File: config.mk
export PLATFORM = sky130hd
export DESIGN_NAME = ad_frame_sched
export DESIGN_NICKNAME = d
export VERILOG_FILES = /design/src/rtl/ad_frame_sched.sv
export SDC_FILE = /design/constraint.sdc
export NUM_CORES = 1
export LEC_CHECK = 0
export CORE_ASPECT_RATIO = 0.6
export CORE_MARGIN = 2
export CORE_UTILIZATION = 53
export CTS_CLUSTER_DIAMETER = 30
export DETAILED_ROUTE_END_ITERATION = 10
export PLACE_DENSITY = 0.86
export RECOVER_POWER = 100
export SETUP_SLACK_MARGIN = 0.1
export SLEW_MARGIN = 20
export SYNTH_ARGS = -nofsm -noshare
export SYNTH_HDL_FRONTEND = slang
export SYNTH_SLANG_ARGS = --single-unit
File: constraint.sdc
create_clock -name clk -period 3 [get_ports clk]
set_clock_uncertainty 0.2 [all_clocks]
set_input_delay 0.3 -clock clk [delete_from_list [all_inputs] [get_ports clk]]
set_output_delay 0.3 -clock clk [all_outputs]
set_load 0.02 [all_outputs]
File: src/rtl/ad_frame_sched.sv
// Frame scheduler between the AD sample FIFO read side and the UDP transmitter.
// Decides full/flush frames, gates transmitter requests into FIFO reads, enforces a gap.
module ad_frame_sched #(
  parameter int unsigned FRAME_BYTES   = 1024,
  parameter int unsigned MIN_BYTES     = 18,
  parameter int unsigned FLUSH_TIMEOUT = 125000,
  parameter int unsigned IFG_CYCLES    = 12
) (
  input  logic        clk,
  input  logic        rst_n,
  input  logic [15:0] fifo_rd_cnt,
  input  logic        fifo_empty,
  output logic        fifo_rd_en,
  output logic        tx_start_en,
  output logic [15:0] tx_byte_num,
  input  logic        tx_req,
  input  logic        tx_done,
  output logic        busy,
  output logic [31:0] frame_cnt,
  output logic        underrun
);

  localparam int TW = $clog2(FLUSH_TIMEOUT + 1);
  localparam int GW = $clog2(IFG_CYCLES + 1);
  localparam logic [TW-1:0] TMAX  = TW'(FLUSH_TIMEOUT);
  localparam logic [GW-1:0] GLAST = GW'(IFG_CYCLES - 1);
  localparam logic [15:0]   FB    = 16'(FRAME_BYTES);
  localparam logic [15:0]   MB    = 16'(MIN_BYTES);

  typedef enum logic [1:0] {IDLE, START, SEND, GAP} state_t;

  state_t          state;
  state_t          state_nx;
  logic [TW-1:0]   tmr;
  logic [GW-1:0]   gcnt;
  logic [15:0]     remain;
  logic            full_hit;
  logic            flush_hit;
  logic            take;

  assign full_hit  = fifo_rd_cnt >= FB;
  assign flush_hit = (tmr == TMAX) && (fifo_rd_cnt >= MB);
  assign take      = (state == SEND) && tx_req && (remain != 16'd0);

  // rst_n gating keeps reads off for the whole reset cycle, not just after the edge
  assign fifo_rd_en  = rst_n & take & ~fifo_empty;
  assign tx_start_en = (state == START);
  assign busy        = (state != IDLE);

  always_ff @(posedge clk) begin
    if (!rst_n) state <= IDLE;
    else        state <= state_nx;
  end

  always_comb begin
    state_nx = state;
    unique case (state)
      IDLE:  if (full_hit || flush_hit) state_nx = START;
      START: state_nx = SEND;
      SEND:  if (tx_done) state_nx = GAP;
      GAP:   if (gcnt == GLAST) state_nx = IDLE;
      default: state_nx = IDLE;
    endcase
  end

  always_ff @(posedge clk) begin
    if (!rst_n) begin
      tmr         <= '0;
      gcnt        <= '0;
      remain      <= '0;
      tx_byte_num <= '0;
      frame_cnt   <= '0;
      underrun    <= 1'b0;
    end else begin
      underrun <= take & fifo_empty;

      if (state != IDLE || fifo_rd_cnt == 16'd0) tmr <= '0;
      else if (tmr != TMAX)                      tmr <= tmr + 1'b1;

      if (state == IDLE && state_nx == START)
        tx_byte_num <= full_hit ? FB : fifo_rd_cnt;

      // remain counts requests, not reads, so underruns keep the frame length
      if (state == START) remain <= tx_byte_num;
      else if (take)      remain <= remain - 16'd1;

      if (state == SEND && tx_done) frame_cnt <= frame_cnt + 32'd1;

      gcnt <= (state == GAP) ? gcnt + 1'b1 : '0;
    end
  end

endmodule

Yosys cells after proc, flatten, opt, wreduce, memory -nomap -nowiden
Index checks and enable logic that the tools add are counted.
{"block": "word_totals", "reg_bits": 88, "in_bits": 21, "out_inout_bits": 52, "wordCells": 46}
{"block": "op_classes", "add_sub_neg": 4, "order_cmp": 2, "n_eq_ne": 7, "mux": 7, "n_bitwise": 5, "reduce_logical": 14}
{"cell": "$mux 16", "n": 3}
{"cell": "$add 32x1->32 const B", "n": 1}
{"cell": "$add 17x1->17 const B", "n": 1}
{"cell": "$eq 17x17->1 const B", "n": 1}
{"cell": "$ne 17x17->1 const B", "n": 1}
{"cell": "$ge 16x11->1 const B", "n": 1}
{"cell": "$ge 16x5->1 const B", "n": 1}
{"cell": "$logic_not 16->1", "n": 1}
{"cell": "$reduce_bool 16->1", "n": 1}
{"cell": "$sub 16x1->16 const B", "n": 1}
{"cell": "$pmux 2 s4", "n": 1}
{"cell": "$mux 2", "n": 3}
{"cell": "$logic_and 1x1->1", "n": 5}
{"cell": "$add 4x1->4 const B", "n": 1}
{"cell": "$eq 2x1->1 const B", "n": 2}
{"cell": "$eq 2x2->1 const B", "n": 2}
{"cell": "$eq 4x4->1 const B", "n": 1}
{"cell": "$reduce_bool 2->1", "n": 2}
{"cell": "$and 1x1->1", "n": 3}
{"cell": "$logic_not 2->1", "n": 1}
{"cell": "$logic_or 1x1->1", "n": 2}
{"cell": "$not 1->1", "n": 2}
{"cell": "$reduce_and 2->1", "n": 1}
{"cell": "$reduce_or 2->1", "n": 1}

Logic depth before layout (Yosys ltp)
Gate-level depths: netlist of the first run.
{"block": "logic_depth", "word_depth": 7, "ltp_mapped": 8, "mapped_depth_nobuf": 7}

Least setup slack after synthesis of the first run
Ideal clock, no wire load.
{"block": "synth_timing", "path_type": "reg2reg", "start": "register tmr[0]", "end": "register tx_byte_num[5]", "setup_ns": 0.117, "arrival_ns": 1.851, "t_required_ns": 2.683, "slack_ns": 0.832, "path_stages_with_launch": 9, "n_path_buf": 1, "synth_period_minus_slack_ns": 2.168, "path_cell_list": "dfxtp_1 inv_1 ha_1 nor4bb_1 nand4_1 o21ba_2 nand2b_1 buf_2 a32o_1"}
{"block": "synth_via", "elab_chain_cells": 7}
{"element": "start: declaration", "line": "34", "rtl": "logic [TW-1:0] tmr;"}
{"element": "start signal: assignment", "line": "78", "rtl": "else if (tmr != TMAX) tmr <= tmr + 1'b1;"}
{"element": "$eq 17x17->1", "line": "42", "rtl": "assign flush_hit = (tmr == TMAX) && (fifo_rd_cnt >= MB);"}
{"element": "$logic_and 1x1->1", "line": "42"}
{"element": "$logic_or 1x1->1", "line": "58", "rtl": "IDLE: if (full_hit || flush_hit) state_nx = START;"}
{"element": "$mux 2", "line": "58"}
{"element": "$pmux 2 s4", "line": "57", "rtl": "unique case (state)"}
{"element": "$eq 2x1->1", "line": "80", "rtl": "if (state == IDLE && state_nx == START)"}
{"element": "$logic_and 1x1->1", "line": "80"}
{"element": "end signal: assignment", "line": "81", "rtl": "tx_byte_num <= full_hit ? FB : fifo_rd_cnt;"}
{"element": "end: declaration", "line": "15", "rtl": "output logic [15:0] tx_byte_num,"}
No other way between the ends.
A chain may end at the register's enable or synchronous reset.

Worst setup path in the final report of the first run
{"block": "layout_timing", "start": "register remain[4]", "end": "output port fifo_rd_en"}
{"block": "layout_via", "elab_chain_cells": 4}
{"element": "start: declaration", "line": "36", "rtl": "logic [15:0] remain;"}
{"element": "start signal: assignment", "line": "84", "rtl": "if (state == START) remain <= tx_byte_num;"}
{"element": "start signal: assignment", "line": "85", "rtl": "else if (take) remain <= remain - 16'd1;"}
{"element": "$reduce_bool 16->1", "line": "43", "rtl": "assign take = (state == SEND) && tx_req && (remain != 16'd0);"}
{"element": "$logic_and 1x1->1", "line": "43"}
{"element": "$and 1x1->1 (2 in a row)", "line": "46", "rtl": "assign fifo_rd_en = rst_n & take & ~fifo_empty;"}
{"element": "end: declaration", "line": "13", "rtl": "output logic fifo_rd_en,"}
No other way between the ends.

==> impl_metrics.yaml, run 1 <==
critical_path:
  criticalPathCategory: "flip-flop to primary output"
  top_fanout_value_on_the_critical_path: 7
  cp_data_required_time_ns: 2.50
  worstSetupStartpointType: "flip-flop"
  worst_ep_arrival_time_ns: 2.25
  setup.worst_path.end_class: "primary output"
yosys:
  yosysTopAreaCell: "dfxtp_1"
  synth_async_sr_flop_share_pct: 0
  synth_commonest_cells: "88 x dfxtp_1, 62 x nor2_1, 33 x nand3_1, 32 x a21oi_1"
  synth_edf_count: 0
  syn_area_mm2: 0.00410
  postSynthNetCount: 498
  synthTopCellsByArea: "dfxtp_1 43%, xor2_1 6.6%, nor2_1 5.7%"
  synth-seq-cells: 88
  avg_synthesized_cell_area_um2: 8.68
  post-synth-top-area-fraction_pct: 43.0
  yosysSeqAreaShare_pct: 43.0
  cell_variety_after_synth: 62
  yosysWarningCount: 0
  cell_count_after_synthesis: 472
  dominantRegCellSynth: "dfxtp_1"
  yosys.cell_count.top_type: "dfxtp_1"
clock_tree:
  clock_insertion_delay_worst_skew_ns: 0.34
  cts.sinks: 88
  cts_made_buffers: 9
  cts_max_level: 3
  clock_path_buffers: 2
  clk_root_buffer_cell: "clkbuf_16"
  tritoncts: "done"
  worst_setup_hold_path_clk_slew_ns: 0.06
power:
  power_frac_clock_pct: 42.6
  internal_power_mw: 2.01
  power.share.sequential_pct: 45.8
  power_frac_comb_pct: 11.7
  leakage_power_nw: 2.05
  power-per-cell-area_mw_per_mm2: 516
  power_dissipated_by_switching_net_loads_mw: 0.685
  sw_frac_of_total_pct: 25.4
  ir_worst_vdd_v: 0.000328
final_layout:
  fin_nets: 573
  n_fill_cell: 583
  area_growth_from_synthesis_to_layout_pct: 27.3
  final_layout_size_suffix_gt1_share_pct: 6.52
  insertedDiodeCount: 0
sta:
  final-hold-violation-count: 0
  slew_viol_final: 0
  minimum_period_implied_by_the_final_worst_setup_slack_ns: 2.75
  maximum_clock_frequency_ghz: 0.364
  timing.final.crit_share_pct: 91.6
  grt_setup_unrepaired: "false"
  post-route-worst-setup-slack_ns: 0.253
  final.setup.tns_ns: 0
  slew_headroom_pct: 30.6
  setup_viol: 0
  tightestPinTransition_ns: 1.04
global_routing:
  first_global_vias: 3562
  antenna_found_initial: 0
  global_route.overflow_total: 0
  grt_util_all_layers_pct: 25.3
  grt_start_max_net_pins: 50
  grt_first_pass_wirelength_um: 17100
die:
  die_area_mm2: 0.00847
  row_count: 24
  initial_core_util_pct: 55.4
  core_region_area_mm2: 0.00739
  die_x_um: 117
  floorplan.io_pins: 73
  fp.dieH_um: 72.1
run_status:
  run_status: "completed"
placed_design:
  globalplace.congestion: 0.890
  post-dp-hpwl_um: 7420
  placement.setup.worst_slack_ns: 0.269
  place.port_buffers: 72
route:
  ant_nets: 0
  detail_route.first_pass.iterations: 6
  wl_per_cell_um: 16.0
  via_count: 3892
  wl_um: 10500
  via_cell_ratio: 5.93
  drt_iter0_drc: 374
  drcViolationCount: 0
flow_run:
  timing.max_cap.violations: 0
worst_hold_path:
  hold_path.class: "flip-flop to flip-flop"
==> timing repair <==
action	4_1_cts	5_1_grt
buffers inserted	0	0
resized for setup	1	1
pin swaps	0	0
setup endpoints to repair	1	1
hold buffers	0	0
==> power by group through the flow <==
stage	combinational [mW]	sequential, mW	clock [mW]
final	0.314	1.23	1.15
after global routing	0.341	1.24	1.20
after CTS	0.314	1.23	1.15
after detailed placement	0.310	1.25	0
after global placement	0.304	1.25	0
after floorplan	0.223	1.25	0
==> critical path: stages, from the launching register on <==
cell and delay [ns]:
dfxtp_1 0.38, nor4_1 0.52, and2_0 0.39, a21oi_1 0.16, nand2_1 0.10, nor2_1 0.05
dlygate4sd2_1 0.32
==> path summary, 6_finish.rpt <==
kind                                                  start                         end  slack [ns]  cells after the start
worst max register to register          state[0]$_SDFF_PN0_  frame_cnt[27]$_SDFFE_PN0P_        0.56                      6
worst min-delay path            tx_byte_num[0]$_SDFFE_PN0P_      remain[0]$_SDFFE_PN0P_        0.27                      2
worst min register to register  tx_byte_num[0]$_SDFFE_PN0P_      remain[0]$_SDFFE_PN0P_        0.27                      2
worst max-delay path                 remain[4]$_SDFFE_PN0P_                  fifo_rd_en        0.25                      6
==> routing by layer <==
layer  GRT usage (%)  wire, µm  vias to the layer above
met3            5.42       685                       25
met2            40.2      4880                      175
li1                -         -                     1849
met1            34.5      4770                     1843
met5               0         0                        -
met4            9.37       172                        0
==> layout by cell type, fill, tap and decap left out, types with 2 or more instances in the layout <==
master           instances
nand3b_1                 4
xor2_1                  31
and3_1                  17
nor4bb_1                 2
nand4b_1                 2
clkinvlp_4               3
nand2_1                 31
and4_1                   2
and2_1                   2
a32oi_1                  3
or4_1                    4
nor2_1                  62
dlygate4sd3_1           52
o211ai_1                 7
inv_1                   11
a32o_1                   3
clkbuf_8                 2
xnor2_1                 13
nand3_1                 34
a21oi_1                 32
nor2_2                   2
a211o_1                  2
nor3_1                  12
o21ai_0                 20
dfxtp_1                 88
clkbuf_1                 4
or3_1                    7
nand4_1                 14
nor4_1                   4
a211oi_1                 2
clkbuf_16                9
nand2b_1                 4
ha_1                     5
a2bb2oi_1                2
clkdlybuf4s50_1         19
a31oi_1                  4
buf_4                    6
==> logic make-up (layout without fill, tap and decap cells) <==
group	after synthesis	count (layout)	share of synthesized area, %
compound gates	84	84	12.9
flops	88	88	43.0
simple gates	219	219	29.3
mux	2	2	0.519
xor+xnor	44	44	9.41
fa+ha+maj	5	5	1.53
buf+inv	30	110	3.33
==> sequential cells by signal (all words and copies together) (netlist names) <==
| name | flops |
|---|---|
| frame_cnt | 32 |
| underrun | 1 |
| gcnt | 4 |
| state | 2 |
| remain | 16 |
| tx_byte_num | 16 |
| tmr | 17 |
==> metrics by stage <==
| stage | cell area (µm²) | instances | hold WS (ns) | utilization, % | total power [mW] |
|---|---|---|---|---|---|
| 2_1_floorplan | 4100 | 472 | 0.218 | - | 1.47 |
| 3_3_place_gp | 4930 | 640 | 0.231 | 66.7 | 1.56 |
| 3_5_place_dp | 4930 | 640 | 0.257 | 66.7 | 1.56 |
| 4_1_cts | 5240 | 656 | 0.277 | 70.9 | 2.70 |
| 5_1_grt | 5210 | 656 | 0.288 | 70.5 | 2.78 |
| 6_report | 5210 | 656 | 0.274 | 70.5 | 2.69 |
==> layout make-up <==
cell class	instances	area, µm²	share of cell area [%]
multi-input combinational	354	2180	41.9
inverter	12	45.0	0.864
sequential	88	1760	33.8
clock inverter	4	52.6	1.01
tap	104	130	2.50
timing repair buffer	82	781	15.0
clock buffer	12	256	4.92
(Power assumes the default switching activity.)
==> run 2, diff against run 1 <==
--- a/config.mk
+++ b/config.mk
@@ -10,6 +10,8 @@
 export CORE_UTILIZATION = 53
 export CTS_CLUSTER_DIAMETER = 30
 export DETAILED_ROUTE_END_ITERATION = 10
+export GPL_ROUTABILITY_DRIVEN = 0
+export MAX_ROUTING_LAYER = met4
 export PLACE_DENSITY = 0.86
 export RECOVER_POWER = 100
 export SETUP_SLACK_MARGIN = 0.1
==> run 2 against run 1 <==
Critical path depth unchanged. Die area unchanged. Non-clock buffer count unchanged. Highest routed layer unchanged. Count of clock-buffer cells in the layout unchanged.
==> impl_metrics.yaml, run 2 (synthesized netlist as in run 1, its figures left out) <==
run_status:
  run_status: "completed"
final_layout:
  largest_register: "frame_cnt"
  largest_register_ffs: 32
  layout_commonest_cell: "dfxtp_1"
  mostFrequentLayoutCells: "88 x dfxtp_1, 62 x nor2_1, 52 x dlygate4sd3_1"
  fin_nets: 573
  area_growth_from_synthesis_to_layout_pct: 27.3
  final_layout_size_suffix_gt1_share_pct: 6.52
  insertedDiodeCount: 0
  largest_registers_in_the_final_layout: "frame_cnt x32, tmr x17"
route:
  ant_nets: 0
  detail_route.first_pass.iterations: 7
  via_cell_ratio: 5.89
  drcViolationCount: 0
  drt_iter0_drc: 425
  via_count: 3867
  wl_per_cell_um: 16.0
  wl_um: 10500
global_routing:
  grt_start_max_net_pins: 50
  global_route.overflow_total: 0
  grt_first_pass_wirelength_um: 17100
  first_global_vias: 3564
  grt_util_all_layers_pct: 26.1
  antenna_found_initial: 0
critical_path:
  top_fanout_value_on_the_critical_path: 7
  crit_path_cell_trace: "nor4_1 -> and2_0 -> a21oi_1 -> nand2_1 -> nor2_1 -> dlygate4sd2_1"
  setup.worst_path.end_class: "primary output"
  beginning_of_the_worst_register_to_register_path: "tmr[0]$_SDFFE_PP0N_"
  timing.critical_path.slowest_cell_delay_ns: 0.55
  endpoint_of_the_worst_register_to_register_path: "tx_byte_num[8]$_SDFFE_PN0P_"
  critical_path_cell_count: 6
  cp_data_required_time_ns: 2.50
  r2r.worst_path.cells: 7
  setup_slack_on_the_worst_flop_to_flop_path_ns: 0.55
  criticalPathCategory: "flip-flop to primary output"
  critical_path.top_delay_family: "simple AND/OR/NAND/NOR gates"
  worstSetupStartpointType: "flip-flop"
  critical_path.slowest_cell: "nor4_1"
  worst_ep_arrival_time_ns: 2.27
  last_element_of_the_critical_path: "fifo_rd_en"
  critPathLaunch: "remain[4]$_SDFFE_PN0P_"
  timing.critical_path.buf_inv: 1
sta:
  final-hold-violation-count: 0
  minimum_period_implied_by_the_final_worst_setup_slack_ns: 2.77
  timing.final.crit_share_pct: 92.5
  setup_viol: 0
  slew_headroom_pct: 31.0
  grt_setup_unrepaired: "false"
  final.setup.tns_ns: 0
  tightestPinTransition_ns: 1.04
  post-route-worst-setup-slack_ns: 0.225
  maximum_clock_frequency_ghz: 0.360
  slew_viol_final: 0
clock_tree:
  clock_path_buffers: 2
  clk_root_buffer_cell: "clkbuf_16"
  cts_made_buffers: 9
  tritoncts: "done"
  cts.repair.resized: 1
  cts.sinks: 88
  holdBufCountCts: 0
  cts_max_level: 3
  worst_setup_hold_path_clk_slew_ns: 0.06
  clock_insertion_delay_worst_skew_ns: 0.34
  cts_setup_buffers: 0
die:
  core_region_area_mm2: 0.00739
  fp.dieH_um: 72.1
  floorplan.io_pins: 73
  initial_core_util_pct: 55.4
  die_area_mm2: 0.00847
  die_x_um: 117
  row_count: 24
power:
  ir_worst_vdd_v: 0.000328
  leakage_power_nw: 2.05
  power-per-cell-area_mw_per_mm2: 517
flow_run:
  timing.max_cap.violations: 0
placed_design:
  post-dp-hpwl_um: 7420
  place.port_buffers: 72
  placement.setup.worst_slack_ns: 0.269
worst_hold_path:
  hold_path.class: "flip-flop to flip-flop"
## run 2: cell counts in the layout (fill, tap and decap cells not counted)
Identical to the previous run, type by type.
## run 2: where the power goes
group | switching, mW | total [mW] | internal [mW]
clock | 0.456 | 1.15 | 0.691
sequential | 0.0363 | 1.23 | 1.20
combinational | 0.193 | 0.313 | 0.120
## run 2: worst min path at each step
stage                                 from                      to  cells past startpoint  slack [ns]
2_1_floorplan           gcnt[0]$_SDFF_PN0_      gcnt[0]$_SDFF_PN0_                      1        0.22
3_3_place_gp            gcnt[0]$_SDFF_PN0_      gcnt[0]$_SDFF_PN0_                      1        0.23
3_5_place_dp            gcnt[0]$_SDFF_PN0_      gcnt[0]$_SDFF_PN0_                      1        0.26
4_1_cts                 gcnt[0]$_SDFF_PN0_      gcnt[0]$_SDFF_PN0_                      1        0.28
5_1_grt                 gcnt[0]$_SDFF_PN0_      gcnt[0]$_SDFF_PN0_                      1        0.29
6_report       tx_byte_num[0]$_SDFFE_PN0P_  remain[0]$_SDFFE_PN0P_                      2        0.28
## run 2: tightest hold or removal path: stages, from the launching register on
cell and delay (ns):
dfxtp_1 0.32, nand2_1 0.06, a21oi_1 0.05
## run 2: layout make-up
cell class,instances,area [µm²]
clock inverters,4,52.6
clock buffers,12,256
flip-flops and latches,88,1760
repair buffers,82,781
inverters,12,45.0
fillers,583,2180
multi-input cells,354,2180
well taps,104,130
## run 2: per-layer routing
layer	GRT usage, %	share of wire [%]	vias to the layer above
li1	-	-	1850
met2	40.2	47	165
met1	34.6	45	1829
met4	7.76	1.7	0
met3	6.37	7.0	23
met5	-	0	-
## run 2: stage by stage
stage	util (%)	instance area [µm²]	total power, mW	cells	hold slack [ns]
after floorplan	-	4100	1.47	472	0.218
after global placement	66.7	4930	1.56	640	0.231
after detailed placement	66.7	4930	1.56	640	0.257
after CTS	70.9	5240	2.70	656	0.277
after global routing	70.5	5210	2.78	656	0.288
final	70.5	5210	2.69	656	0.278
==> run 3, diff against run 2 <==
--- a/config.mk
+++ b/config.mk
@@ -5,9 +5,10 @@
 export SDC_FILE = /design/constraint.sdc
 export NUM_CORES = 1
 export LEC_CHECK = 0
+export CAP_MARGIN = 10
 export CORE_ASPECT_RATIO = 0.6
 export CORE_MARGIN = 2
-export CORE_UTILIZATION = 53
+export CORE_UTILIZATION = 57
 export CTS_CLUSTER_DIAMETER = 30
 export DETAILED_ROUTE_END_ITERATION = 10
 export GPL_ROUTABILITY_DRIVEN = 0
==> constraint.sdc (replaced) <==
create_clock -name clk -period 3.4 [get_ports clk]
set_clock_uncertainty 0.2 [all_clocks]
set_input_delay 0.34 -clock clk [delete_from_list [all_inputs] [get_ports clk]]
set_output_delay 0.34 -clock clk [all_outputs]
set_load 0.02 [all_outputs]
==> run 3 against run 2 <==
Critical path depth grew 3. Total power shrank 16%. Sequential share of layout area grew 0.69 points. Cell count shrank 3.4%.
==> impl_metrics.yaml, run 3 (synthesized netlist as in run 1, its figures left out) <==
run_status:
  run_status: "completed"
critical_path:
  worstSetupStartpointType: "flip-flop"
  endpoint_of_the_worst_register_to_register_path: "frame_cnt[27]$_SDFFE_PN0P_"
  worst_ep_arrival_time_ns: 2.34
  criticalPathCategory: "flip-flop to primary output"
  timing.critical_path.buf_inv: 3
  crit_path_cell_trace: "inv_1 -> ha_1 -> nor3b_1 -> and3_1 -> a21oi_1 -> clkbuf_1 -> nand2_1 -> nor2_1 -> clkbuf_1"
  cpMostUsedCell: "clkbuf_1"
  critical_path.top_delay_family: "simple AND/OR/NAND/NOR gates"
  timing.critical_path.slowest_cell_delay_ns: 0.40
  r2r.worst_path.cells: 6
  beginning_of_the_worst_register_to_register_path: "state[1]$_SDFF_PN0_"
  critical_path.slowest_cell: "dfxtp_1"
  top_fanout_value_on_the_critical_path: 6
  setup.worst_path.end_class: "primary output"
  cp_data_required_time_ns: 2.86
  setup_slack_on_the_worst_flop_to_flop_path_ns: 0.56
die:
  core_region_area_mm2: 0.00682
  die_x_um: 113
  row_count: 23
  initial_core_util_pct: 60.0
  die_area_mm2: 0.00790
  floorplan.io_pins: 73
  fp.dieH_um: 69.7
clock_tree:
  cts_made_buffers: 9
  worst_setup_hold_path_clk_slew_ns: 0.06
  holdBufCountCts: 0
  clk_root_buffer_cell: "clkbuf_16"
  tritoncts: "done"
  cts.sinks: 88
  clock_insertion_delay_worst_skew_ns: 0.34
  cts_max_level: 3
  clock_path_buffers: 2
  cts_setup_buffers: 0
flow_run:
  timing.max_cap.violations: 0
final_layout:
  largest_register_ffs: 32
  final_layout_size_suffix_gt1_share_pct: 5.48
  layout_commonest_cell: "dfxtp_1"
  fin_nets: 571
  n_fill_cell: 504
  area_growth_from_synthesis_to_layout_pct: 24.7
  largest_register: "frame_cnt"
  largest_registers_in_the_final_layout: "frame_cnt x32, tmr x17"
  insertedDiodeCount: 0
  finalCoreUtilization_pct: 74.9
  multiInputGateArea_mm2: 0.00217
  regArea_mm2: 0.00176
  mostFrequentLayoutCells: "88 x dfxtp_1, 62 x nor2_1, 51 x dlygate4sd3_1"
route:
  drcViolationCount: 0
  detail_route.first_pass.iterations: 5
  wl_per_cell_um: 16.7
  via_count: 3808
  ant_nets: 0
  drt_iter0_drc: 384
  wl_um: 10600
  via_cell_ratio: 6.01
worst_hold_path:
  whs_endpoint: "gcnt[0]$_SDFF_PN0_"
  hold-path-cell-count: 1
  timing.hold.worst.start: "gcnt[0]$_SDFF_PN0_"
  hold_path.class: "flip-flop to flip-flop"
placed_design:
  post-dp-hpwl_um: 7490
  placement.setup.worst_slack_ns: 0.587
  place.port_buffers: 72
sta:
  post-route-worst-setup-slack_ns: 0.516
  setup_viol: 0
  maximum_clock_frequency_ghz: 0.347
  slew_viol_final: 0
  timing.final.crit_share_pct: 84.8
  grt_setup_unrepaired: "false"
  minimum_period_implied_by_the_final_worst_setup_slack_ns: 2.88
  final-hold-violation-count: 0
  tightestPinTransition_ns: 1.04
  slew_headroom_pct: 30.7
  final.setup.tns_ns: 0
global_routing:
  grt_start_max_net_pins: 50
  first_global_vias: 3582
  global_route.overflow_total: 0
  antenna_found_initial: 0
  grt_util_all_layers_pct: 28.7
  grt_first_pass_wirelength_um: 17500
power:
  leakage_power_nw: 2.00
  power-per-cell-area_mw_per_mm2: 442
  ir_worst_vdd_v: 0.000355
==> run 3: area by class of cell <==
| class | instances | area share (%) |
|---|---|---|
| Multi-Input combinational cell | 354 | 42.5 |
| Timing Repair Buffer | 80 | 14.8 |
| Sequential cell | 88 | 34.5 |
| Inverter | 12 | 0.882 |
| Tap cell | 87 | 2.13 |
| Clock inverter | 1 | 0.0980 |
| Clock buffer | 12 | 5.02 |
==> run 3: per-layer routing <==
metal | GRT usage, % | wire length [µm]
met5 | - | 0
met4 | 9.35 | 204
met3 | 9.44 | 839
met2 | 42.3 | 4740
met1 | 37.4 | 4820
==> run 3: metrics by stage <==
step / cells / area, µm² / total power, mW / hold slack (ns)
after CTS: 634 / 5150 / 2.27 / 0.260
after detailed placement: 621 / 4890 / 1.38 / 0.249
after global placement: 621 / 4890 / 1.37 / 0.231
after global routing: 634 / 5110 / 2.34 / 0.302
after floorplan: 472 / 4100 / 1.30 / 0.218
final: 634 / 5110 / 2.26 / 0.266
==> run 3: where the power goes <==
group,leakage [nW],internal [mW],switching [mW],total [mW]
clock,0.130,0.521,0.373,0.894
sequential,0.711,1.06,0.0366,1.09
combinational,1.16,0.104,0.170,0.274
==> run 3: worst max path at each step <==
stage / startpoint / endpoint / depth (start not counted)
6_report: remain[0]$_SDFFE_PN0P_ / fifo_rd_en / 9
5_1_grt: remain[0]$_SDFFE_PN0P_ / fifo_rd_en / 9
4_1_cts: remain[0]$_SDFFE_PN0P_ / fifo_rd_en / 9
3_5_place_dp: tx_done / frame_cnt[31]$_SDFFE_PN0P_ / 6
3_3_place_gp: tx_done / frame_cnt[31]$_SDFFE_PN0P_ / 6
2_1_floorplan: remain[0]$_SDFFE_PN0P_ / fifo_rd_en / 7
==> run 3: worst register-to-register path: cells and delay by family, from the launching register on <==
kind / cells / cell delay (ns)
and+or+nand+nor: 4 / 1.37
DFF: 1 / 0.57
AOI/OAI and AO/OA: 1 / 0.14
buffers and inverters: 1 / 0.47
==> run 3: timing repair <==
item                       4_1_cts  5_1_grt
resized for setup                0        1
hold endpoints to repair         0        0
setup endpoints to repair        0        1
